--- src/rtl/hsiao_pkg.sv ---
// Hsiao SEC-DED helpers shared by the codec and its parity tree.
//   hsiao_check_bits(data_w) : number of check bits P for a data width
//   hsiao_column(data_w, i)  : H-matrix column (P bits, LSB-aligned) of data bit i
//   OP_ENC / OP_DEC          : operation encoding on in_op
package hsiao_pkg;

  localparam logic OP_ENC = 1'b0;
  localparam logic OP_DEC = 1'b1;

  // 64 data bits need 8 check bits; nothing wider is supported.
  localparam int MAX_P = 8;

  function automatic int binom(input int n, input int k);
    int r;
    r = 1;
    for (int t = 1; t <= MAX_P; t++) begin
      if (t <= k) r = r * (n - k + t) / t;
    end
    return r;
  endfunction

  function automatic int popcount(input logic [MAX_P-1:0] x);
    int c;
    c = 0;
    for (int b = 0; b < MAX_P; b++) begin
      if (x[b]) c++;
    end
    return c;
  endfunction

  // Smallest r whose odd-weight (>=3) column pool covers data_w.
  // Scanning downward leaves the smallest qualifying r in result.
  function automatic int hsiao_check_bits(input int data_w);
    int result;
    int total;
    result = MAX_P;
    for (int r = MAX_P; r >= 2; r--) begin
      total = 0;
      for (int w = 3; w <= MAX_P; w += 2) begin
        if (w <= r) total += binom(r, w);
      end
      if (total >= data_w) result = r;
    end
    return result;
  endfunction

  // Columns are handed out by weight (3, 5, 7), ascending value within a weight.
  function automatic logic [MAX_P-1:0] hsiao_column(input int data_w, input int i);
    int p;
    int seen;
    logic [MAX_P-1:0] col;
    p    = hsiao_check_bits(data_w);
    seen = 0;
    col  = '0;
    for (int w = 3; w <= MAX_P; w += 2) begin
      for (int v = 0; v < (1 << MAX_P); v++) begin
        if (w <= p && v < (1 << p) && popcount(MAX_P'(v)) == w) begin
          if (seen == i) col = MAX_P'(v);
          seen++;
        end
      end
    end
    return col;
  endfunction

endpackage

--- src/rtl/hsiao_check_gen.sv ---
// Combinational Hsiao parity tree.
//   data  [DATA_W-1:0] : data field
//   check [P-1:0]      : check bits, bit j = XOR of data bits whose column has bit j set
module hsiao_check_gen
  import hsiao_pkg::*;
#(
  parameter int DATA_W = 8,
  parameter int P      = hsiao_check_bits(DATA_W)
) (
  input  logic [DATA_W-1:0] data,
  output logic [P-1:0]      check
);

  logic [P-1:0] col [DATA_W];

  for (genvar i = 0; i < DATA_W; i++) begin : g_col
    localparam logic [MAX_P-1:0] COL = hsiao_column(DATA_W, i);
    assign col[i] = COL[P-1:0];
  end

  always_comb begin
    check = '0;
    for (int i = 0; i < DATA_W; i++) begin
      if (data[i]) check = check ^ col[i];
    end
  end

endmodule

--- src/rtl/hsiao_secded_codec.sv ---
// Two-stage pipelined Hsiao SEC-DED encoder/decoder on a valid/ready stream,
// with saturating single/double error counters.
//   clk, rst_n                      : clock, async active-low reset
//   in_valid/in_ready/in_op/in_word : input stream (in_op 0 = encode, 1 = decode)
//   out_valid/out_ready             : output stream handshake
//   out_code/out_data               : (corrected) codeword and data field
//   out_sbe/out_dbe/out_syndrome    : error flags and raw syndrome
//   cnt_clr, sbe_count, dbe_count   : counter clear and saturating counts
module hsiao_secded_codec
  import hsiao_pkg::*;
#(
  parameter  int DATA_W = 8,
  parameter  int CNT_W  = 16,
  localparam int P      = hsiao_check_bits(DATA_W),
  localparam int CODE_W = DATA_W + P
) (
  input  logic              clk,
  input  logic              rst_n,
  input  logic              in_valid,
  output logic              in_ready,
  input  logic              in_op,
  input  logic [CODE_W-1:0] in_word,
  output logic              out_valid,
  input  logic              out_ready,
  output logic [CODE_W-1:0] out_code,
  output logic [DATA_W-1:0] out_data,
  output logic              out_sbe,
  output logic              out_dbe,
  output logic [P-1:0]      out_syndrome,
  input  logic              cnt_clr,
  output logic [CNT_W-1:0]  sbe_count,
  output logic [CNT_W-1:0]  dbe_count
);

  logic              s1_valid_q, s1_valid_d;
  logic              s1_op_q, s1_op_d;
  logic [DATA_W-1:0] s1_data_q, s1_data_d;
  logic [P-1:0]      s1_chk_q, s1_chk_d;

  logic              out_valid_q, out_valid_d;
  logic [CODE_W-1:0] out_code_q, out_code_d;
  logic [DATA_W-1:0] out_data_q, out_data_d;
  logic              out_sbe_q, out_sbe_d;
  logic              out_dbe_q, out_dbe_d;
  logic [P-1:0]      out_syn_q, out_syn_d;

  logic [CNT_W-1:0]  sbe_cnt_q, sbe_cnt_d;
  logic [CNT_W-1:0]  dbe_cnt_q, dbe_cnt_d;

  logic              s2_load;
  logic [P-1:0]      calc_chk;
  logic [P-1:0]      syn;
  logic [CODE_W-1:0] flip;
  logic              sbe;
  logic              dbe;
  logic [CODE_W-1:0] code;
  logic              out_hs;

  logic [P-1:0]      col [DATA_W];

  for (genvar i = 0; i < DATA_W; i++) begin : g_col
    localparam logic [MAX_P-1:0] COL = hsiao_column(DATA_W, i);
    assign col[i] = COL[P-1:0];
  end

  assign s2_load  = !out_valid_q || out_ready;
  assign in_ready = !s1_valid_q || s2_load;
  assign out_hs   = out_valid_q && out_ready;

  // S1 keeps the data and received check bits split, so the single parity
  // tree serves both encode (check generation) and decode (recomputation).
  always_comb begin
    s1_valid_d = s1_valid_q;
    s1_op_d    = s1_op_q;
    s1_data_d  = s1_data_q;
    s1_chk_d   = s1_chk_q;
    if (in_ready) begin
      s1_valid_d = in_valid;
      if (in_valid) begin
        s1_op_d = in_op;
        if (in_op == OP_DEC) begin
          s1_data_d = in_word[CODE_W-1:P];
          s1_chk_d  = in_word[P-1:0];
        end else begin
          s1_data_d = in_word[DATA_W-1:0];
          s1_chk_d  = '0;
        end
      end
    end
  end

  hsiao_check_gen #(
    .DATA_W (DATA_W),
    .P      (P)
  ) u_check_gen (
    .data  (s1_data_q),
    .check (calc_chk)
  );

  // Every column has odd weight and is unique, so at most one flip bit is set
  // and an even-weight syndrome never matches.
  always_comb begin
    syn  = '0;
    flip = '0;
    if (s1_op_q == OP_DEC) syn = s1_chk_q ^ calc_chk;
    for (int i = 0; i < DATA_W; i++) begin
      if (syn == col[i]) flip[P+i] = 1'b1;
    end
    for (int j = 0; j < P; j++) begin
      if (syn == P'(1 << j)) flip[j] = 1'b1;
    end
    sbe = |flip;
    dbe = (syn != '0) && !sbe;
    if (s1_op_q == OP_DEC) code = {s1_data_q, s1_chk_q} ^ flip;
    else                   code = {s1_data_q, calc_chk};
  end

  always_comb begin
    out_valid_d = out_valid_q;
    out_code_d  = out_code_q;
    out_data_d  = out_data_q;
    out_sbe_d   = out_sbe_q;
    out_dbe_d   = out_dbe_q;
    out_syn_d   = out_syn_q;
    if (s2_load) begin
      out_valid_d = s1_valid_q;
      if (s1_valid_q) begin
        out_code_d = code;
        out_data_d = code[CODE_W-1:P];
        out_sbe_d  = sbe;
        out_dbe_d  = dbe;
        out_syn_d  = syn;
      end
    end
  end

  // Clear takes priority over a same-cycle increment.
  always_comb begin
    sbe_cnt_d = sbe_cnt_q;
    dbe_cnt_d = dbe_cnt_q;
    if (cnt_clr) begin
      sbe_cnt_d = '0;
      dbe_cnt_d = '0;
    end else begin
      if (out_hs && out_sbe_q && sbe_cnt_q != '1) sbe_cnt_d = sbe_cnt_q + CNT_W'(1);
      if (out_hs && out_dbe_q && dbe_cnt_q != '1) dbe_cnt_d = dbe_cnt_q + CNT_W'(1);
    end
  end

  always_ff @(posedge clk or negedge rst_n) begin
    if (!rst_n) begin
      s1_valid_q  <= 1'b0;
      s1_op_q     <= OP_ENC;
      s1_data_q   <= '0;
      s1_chk_q    <= '0;
      out_valid_q <= 1'b0;
      out_code_q  <= '0;
      out_data_q  <= '0;
      out_sbe_q   <= 1'b0;
      out_dbe_q   <= 1'b0;
      out_syn_q   <= '0;
      sbe_cnt_q   <= '0;
      dbe_cnt_q   <= '0;
    end else begin
      s1_valid_q  <= s1_valid_d;
      s1_op_q     <= s1_op_d;
      s1_data_q   <= s1_data_d;
      s1_chk_q    <= s1_chk_d;
      out_valid_q <= out_valid_d;
      out_code_q  <= out_code_d;
      out_data_q  <= out_data_d;
      out_sbe_q   <= out_sbe_d;
      out_dbe_q   <= out_dbe_d;
      out_syn_q   <= out_syn_d;
      sbe_cnt_q   <= sbe_cnt_d;
      dbe_cnt_q   <= dbe_cnt_d;
    end
  end

  assign out_valid    = out_valid_q;
  assign out_code     = out_code_q;
  assign out_data     = out_data_q;
  assign out_sbe      = out_sbe_q;
  assign out_dbe      = out_dbe_q;
  assign out_syndrome = out_syn_q;
  assign sbe_count    = sbe_cnt_q;
  assign dbe_count    = dbe_cnt_q;

endmodule

--- config.mk ---
export PLATFORM = sky130hd
export DESIGN_NAME = hsiao_secded_codec
export DESIGN_NICKNAME = d
export VERILOG_FILES = /design/src/rtl/hsiao_pkg.sv /design/src/rtl/hsiao_check_gen.sv /design/src/rtl/hsiao_secded_codec.sv
export SDC_FILE = /design/constraint.sdc
export NUM_CORES = 1
export LEC_CHECK = 0
export BUFFER_PORTS_ARGS = -buffer_cell sky130_fd_sc_hd__buf_2
export CAP_MARGIN = 20
export CORE_MARGIN = 2
export CORE_UTILIZATION = 55
export DETAILED_ROUTE_END_ITERATION = 10
export MAX_ROUTING_LAYER = met4
export PLACE_DENSITY = 0.8
export SYNTH_ARGS = -nofsm -noshare
export SYNTH_HDL_FRONTEND = slang
export SYNTH_SLANG_ARGS = --single-unit
--- constraint.sdc ---
create_clock -name clk -period 2.6 [get_ports clk]
set_input_delay 0.13 -clock clk [delete_from_list [all_inputs] [get_ports clk]]
set_output_delay 0.13 -clock clk [all_outputs]
set_load 0.005 [all_outputs]
==> run metrics, run 1 <==
result of the run=finished, final reports clean; final HPWL from detailed placement=6.33 mm; leading cell types by total area after synthesis=sky130_fd_sc_hd__dfrtp_1, sky130_fd_sc_hd__xor2_1, sky130_fd_sc_hd__xnor2_1, sky130_fd_sc_hd__nand2_1, sky130_fd_sc_hd__nand4_1; number of clock buffers inserted by TritonCTS=9; detail-routed via count per cell=5.53; worst skew pair latency=0.35 ns; TritonCTS clock tree=done; Routed WL=8.97 mm; worst vdd ir=565 uV; setup repair after global routing missed its margin=false; endpoint with the worst hold slack=s1_chk_q[2]; fraction of the yosys area taken by sequential cells=43.1%; Cell Chain, Critical Path=xor3_1 > xor3_2 > nand3_1 > a211o_1 > a2111oi_0 > nor3_1; routed length on met3=416 um; capturing element type of the critical path=flop; Clock Skew=0.00739 ns; Setup CP Type=reg2reg; number of cell instances on the worst register-to-register path=6; share of post-route cells with drive strength above 1=26.1%; H-tree Lvls=3; setup TNS after final layout=0 ns; maximum clock path buffer count=2; area share of the largest cell type after synthesis=43.1%; post-synthesis cell type with the largest combined area=sky130_fd_sc_hd__dfrtp_1; delay of the slowest critical-path stage=0.53 ns; Largest delay share family, worst path=XOR/XNOR gates; share of the clock period used by the worst path=97.9%; CTS root buf=sky130_fd_sc_hd__clkbuf_8; number of distinct standard cells referenced by the synthesized netlist=52; Worst-Margin Slew=1.04 ns; wire length of the first global-routing pass=14.2 mm; highest signal layer in the routed design=met4; Buf/Inv on CP=0; initial detailed-routing violation count=298; number of nets in the layout=498; final weighted congestion in routability-driven placement=0.922; Reg-to-Reg Start=s1_data_q[0]; number of synthesized flops with an enable pin=0; commonest cells in the netlist=sky130_fd_sc_hd__dfrtp_1, sky130_fd_sc_hd__nand2_1, sky130_fd_sc_hd__nor2_1; metal1 wirelength=4.22 mm; number of antenna violations at the first check in global routing=0; worst relative slew slack=29.8%; DR WL met2=4.19 mm; Std-Cell Rows=30; Vert. Die Dim=88.7 um; number of buffers inserted by port buffering=80; number of warnings reported in the yosys synthesis log=0; Final Total Pwr=4.08 mW; critical path data arrival time=2.77 ns; R2R Setup Slk=0.05 ns; Mapped Area=3950 sq um; total power divided by cell area=867 nW/um^2; Reg clk slew, reported paths=0.08 ns; number of remaining DRC errors=0; total nets after synthesis=420; # IOs=81; number of nets with antenna violations after detailed routing=0; syn avg cell area=9.90 sq um; global-route total usage across every layer=24.2%; Synth-to-Final Area Change=19.3%; crit start category=flop; full die area=7870 sq um; worst-path maximum fanout=7; max cap viols=0; Syn Inst Count=399; number of endpoints with negative hold slack in the final report=0; TritonRoute pass-1 iters=7; critical path's slowest cell=sky130_fd_sc_hd__xor3_1; number of synthesized register bits=68; maximum number of pins on one net before global-route repair=46; min-delay src=in_word[2]; Core Region=6870 sq um; maximum clock rate=393 MHz; clk sinks=68; hold path cells=3; worst min-delay path class=in2reg; Async S/R FF share, synth=100%; Die X-Extent=88.7 um; total of endpoints with negative setup slack in the final report=0; Avg WL per Cell=15.5 um; Top FF cell, synth=sky130_fd_sc_hd__dfrtp_1; endpoint required time on the critical path=2.83 ns; final cell count without fillers=578; vias in the first global route=2957; number of placed instances with taps included=559; leading cell type by number of instances after synthesis=sky130_fd_sc_hd__dfrtp_1; max-slew violations=0; reported leakage power=2.25 nW; initial standard-cell utilization of the core=57.5%; min cycle time layout=2.55 ns; Overflow after GRT=0; total number of vias=3199; diodes inserted=0; Reg2Reg Capture Point=out_sbe
==> stage by stage <==
step / hold WS [ns] / setup slack (ns) / area, sq um / utilization, %
floorplan: -0.166 / 0.232 / 3950 / -
global placement: 0.339 / 0.205 / 4410 / 64.3
detailed placement: 0.347 / 0.164 / 4410 / 64.3
CTS: 0.0346 / 0.105 / 4680 / 68.2
global route: 0.0591 / 0.00790 / 4710 / 68.6
finish: 0.0260 / 0.0549 / 4710 / 68.6
==> registers in the layout (all words and copies together), names as in the netlist <==
signal,cells
out_dbe,1
s1_valid_q,1
s1_op_q,1
sbe_count,16
out_code,13
out_valid,1
out_sbe,1
out_syndrome,5
dbe_count,16
s1_data_q,8
s1_chk_q,5
==> how the worst max path moves through the flow <==
stage,from,to,slack (ns),cells after the start
global placement,s1_data_q[7],out_dbe,0.21,7
floorplan,s1_data_q[7],out_dbe,0.23,7
detailed placement,s1_data_q[3],out_sbe,0.16,6
CTS,s1_data_q[3],out_sbe,0.10,6
finish,s1_data_q[0],out_sbe,0.05,6
global route,s1_data_q[7],out_dbe,0.008,7
==> final cells by class <==
cell class / instances / area [sq um]
Clock buffer: 10 / 138
Inverter: 5 / 18.8
Clock inverter: 6 / 111
Multi-Input combinational cell: 295 / 2070
Timing Repair Buffer: 98 / 553
Fill cell: 534 / 2160
Tap cell: 96 / 120
Sequential cell: 68 / 1700
==> cells by family after synthesis <==
kind of cell    Yosys count  synth area share (%)
compound gates           60                  9.00
xor+xnor                 64                  18.8
fa+ha+maj                 2                 0.634
buf+inv                  36                  4.72
mux                      12                  3.11
simple gates            157                  20.6
flops                    68                  43.1
==> per-layer routing <==
layer / global-route usage [%] / vias to the layer above
met2: 34.1 / 85
met5: - / -
li1: - / 1555
met3: 4.01 / 12
met1: 34.7 / 1547
met4: 9.64 / 0
==> cell usage in the layout, fill, tap and decap left out, types with 2 or more instances in the layout <==
cell                            count
sky130_fd_sc_hd__xor2_1            26
sky130_fd_sc_hd__or4_1              2
sky130_fd_sc_hd__nand2b_1           3
sky130_fd_sc_hd__nor4_2             3
sky130_fd_sc_hd__nor3_1             3
sky130_fd_sc_hd__nand2_1           46
sky130_fd_sc_hd__a31oi_1            2
sky130_fd_sc_hd__dlygate4sd3_1      2
sky130_fd_sc_hd__ha_1               2
sky130_fd_sc_hd__xnor3_1            3
sky130_fd_sc_hd__o21ai_1           12
sky130_fd_sc_hd__mux2_2             2
sky130_fd_sc_hd__a21oi_1            8
sky130_fd_sc_hd__a211oi_1           2
sky130_fd_sc_hd__xor3_2             2
sky130_fd_sc_hd__buf_2             80
sky130_fd_sc_hd__and3_1             8
sky130_fd_sc_hd__mux2i_1           10
sky130_fd_sc_hd__a311oi_1           2
sky130_fd_sc_hd__buf_4             15
sky130_fd_sc_hd__o211ai_1           3
sky130_fd_sc_hd__nand3_1           13
sky130_fd_sc_hd__xor3_1             4
sky130_fd_sc_hd__and2_1             4
sky130_fd_sc_hd__bufinv_16          3
sky130_fd_sc_hd__nor4_1             7
sky130_fd_sc_hd__clkbuf_8          10
sky130_fd_sc_hd__nor2_1            32
sky130_fd_sc_hd__xnor2_1           24
sky130_fd_sc_hd__o21ai_0           22
sky130_fd_sc_hd__or3_1              5
sky130_fd_sc_hd__nand4_1           23
sky130_fd_sc_hd__dfrtp_1           68
sky130_fd_sc_hd__a22oi_1            3
sky130_fd_sc_hd__inv_1              4
sky130_fd_sc_hd__xnor2_2            3
sky130_fd_sc_hd__nor2b_1            2
==> power by group <==
group | internal (mW) | switching (mW)
sequential | 1.21 | 0.147
combinational | 0.752 | 0.885
clock | 0.663 | 0.422
==> timing repair <==
item,CTS,global route
hold buffers,2,0
hold endpoints to repair,43,0
buffers inserted,0,0
gates resized for setup,0,1
setup endpoints to repair,0,2
==> worst register-to-register path: stages, from the launching register on <==
cell and delay [ns]:
sky130_fd_sc_hd__dfrtp_1 0.46, sky130_fd_sc_hd__xor3_1 0.53, sky130_fd_sc_hd__xor3_2 0.39, sky130_fd_sc_hd__nand3_1 0.16
sky130_fd_sc_hd__a211o_1 0.33, sky130_fd_sc_hd__a2111oi_0 0.44, sky130_fd_sc_hd__nor3_1 0.11
No activity file was read; power rests on OpenSTA's default activity.
==> run 2: changes to the inputs <==
- RECOVER_POWER: not set -> 25
==> run 2 against run 1 <==
- non-clock buffer count unchanged
- power about the same
- largest cell class unchanged
- highest routed layer unchanged
- combinational power about the same
- register-to-register slack about the same
- largest power group unchanged
- critical path depth unchanged
==> run metrics, run 2 (same netlist as run 1, synthesis figures left out) <==
result of the run=finished, final reports clean; placed instance area=4410 sq um (unchanged); maximum clock rate=393 MHz (about the same); Std-Cell Rows=30 (unchanged); GR Util met1=34.7% (unchanged); Routed WL=9.01 mm (+0.42%); Overflow after GRT=0 (unchanged); number of antenna violations at the first check in global routing=0 (unchanged); Setup CP Type=reg2reg; count of fill cells added during filler insertion=538 (+0.75%); capturing element type of the critical path=flop; worst hold slack across all endpoints=0.0306 ns (+0.00458 ns); GR met2 Demand/Resource=34.1% (unchanged); total power divided by cell area=870 nW/um^2 (+0.43%); number of remaining DRC errors=0 (unchanged); area taken by flip-flops and latches=1700 sq um (unchanged); worst min-delay path class=in2reg; wire length of the first global-routing pass=14.2 mm (unchanged); number of clock buffers inserted by TritonCTS=9 (unchanged); setup TNS after final layout=0 ns (unchanged); final HPWL from detailed placement=6.33 mm (unchanged); worst relative slew slack=30.3% (+0.43 points); full die area=7870 sq um (unchanged); critical path's slowest cell=sky130_fd_sc_hd__xor3_1; GRT met3 Usage=4.01% (unchanged); total of endpoints with negative setup slack in the final report=0 (unchanged); number of nets in the layout=498 (unchanged); number of nets with antenna violations after detailed routing=0 (unchanged); diodes inserted=0 (unchanged); Die X-Extent=88.7 um (unchanged); TritonRoute pass-1 iters=4 (-3); max-slew violations=0 (unchanged); max cap viols=0 (unchanged); CTS root buf=sky130_fd_sc_hd__clkbuf_8; worst skew pair latency=0.35 ns (about the same); Cell Chain, Critical Path=xor3_1 > xor3_2 > nand3_1 > a211o_1 > a2111oi_0 > nor3_1; Reg clk slew, reported paths=0.08 ns (about the same); min cycle time layout=2.55 ns (+0.000972 ns); initial detailed-routing violation count=251 (-16%); global-route layer with the greatest usage=met1; reported leakage power=2.24 nW (-0.52%); H-tree Lvls=3 (unchanged); share of the clock period used by the worst path=97.9% (about the same); Avg WL per Cell=15.6 um (+0.42%); delay of the slowest critical-path stage=0.53 ns (about the same); endpoint required time on the critical path=2.82 ns (about the same); maximum number of pins on one net before global-route repair=46 (unchanged); TritonCTS clock tree=done; final instance area=4690 sq um (-0.42%); total number of vias=3216 (+0.53%); most common library cell in the layout ignoring fill and taps=sky130_fd_sc_hd__buf_2; Worst-Margin Slew=1.04 ns (-0.00632 ns); initial standard-cell utilization of the core=57.5% (unchanged); worst-path maximum fanout=7 (unchanged); global-route total usage across every layer=24.2% (unchanged); Clock Skew=0.00845 ns (+0.00107 ns); vias in the first global route=2957 (unchanged); crit start category=flop; Vert. Die Dim=88.7 um (unchanged); number of buffers inserted by port buffering=80 (unchanged); final weighted congestion in routability-driven placement=0.922 (unchanged); Synth-to-Final Area Change=18.8%; setup repair after global routing missed its margin=false; maximum clock path buffer count=2 (unchanged); detail-routed via count per cell=5.56 (+0.53%); critical path data arrival time=2.77 ns (about the same); clk sinks=68 (unchanged); final design utilization=68.3% (-0.29 points); share of post-route cells with drive strength above 1=25.7% (-0.41 points); multi-input gate area in the final layout=2070 sq um (unchanged); number of endpoints with negative hold slack in the final report=0 (unchanged); Core Region=6870 sq um (unchanged); Final Total Pwr=4.08 mW (about the same); worst vdd ir=565 uV (about the same); most frequent cells in the layout=sky130_fd_sc_hd__buf_2, sky130_fd_sc_hd__dfrtp_1, sky130_fd_sc_hd__nand2_1; # IOs=81 (unchanged)
==> run 2: changes by cell type in the layout (fill, tap and decap cells not counted), sizes merged <==
cell    change
buf         -3
clkbuf      +3
==> run 2: routing by layer <==
layer  part of all wire (%)  wire, um  vias up
li1                       -         -     1553
met1                     47      4270     1568
met2                     47      4220       87
met3                    4.7       420        8
met4                    1.1        95        0
met5                      0         0        -
==> run 2: final timing paths <==
kind                            startpoint         endpoint  slack, ns  depth (start not counted)
max                           s1_data_q[0]          out_sbe       0.05                          6
min                             in_word[2]      s1_chk_q[2]       0.03                          3
max reg2reg                   s1_data_q[0]          out_sbe       0.05                          6
min reg2reg                out_syndrome[4]  out_syndrome[4]       0.47                          2
max in group asynchronous            rst_n     dbe_count[1]       1.08                          4
min in group asynchronous            rst_n     s1_data_q[5]       0.14                          2
==> run 2: layout make-up <==
type,instances,share of cell area (%)
flip-flops and latches,68,36.3
multi-input cells,295,44.1
inverters,5,0.400
clock inverters,6,2.37
well taps,96,2.56
repair buffers,98,11.4
clock buffers,10,2.93
==> run 2: what timing repair did <==
action                                  4_1_cts  5_1_grt
hold buffers                                  2        0
endpoints found under the setup margin        0        2
endpoints found under the hold margin        43        0
setup buffers                                 0        0
gates resized for setup                       0        1
==> run 2: worst max-delay path, delay by kind of cell, from the launching register on <==
| kind | cells | cell delay [ns] |
|---|---|---|
| xor gates and xnor gates | 2 | 0.92 |
| AOI/OAI and AO/OA | 2 | 0.77 |
| DFF | 1 | 0.46 |
| and+or+nand+nor | 2 | 0.27 |
==> run 2: per-stage QoR <==
step / std cells / setup WS [ns]
floorplan: 399 / 0.232
global placement: 559 / 0.205
detailed placement: 559 / 0.164
CTS: 577 / 0.105
global route: 578 / 0.00790
finish: 578 / 0.0539
==> run 2: power breakdown <==
group | switching, mW | total (mW) | internal (mW) | leakage (nW)
Combinational | 0.885 | 1.63 | 0.748 | 1.22
Clock | 0.423 | 1.09 | 0.663 | 0.122
Sequential | 0.149 | 1.36 | 1.21 | 0.896
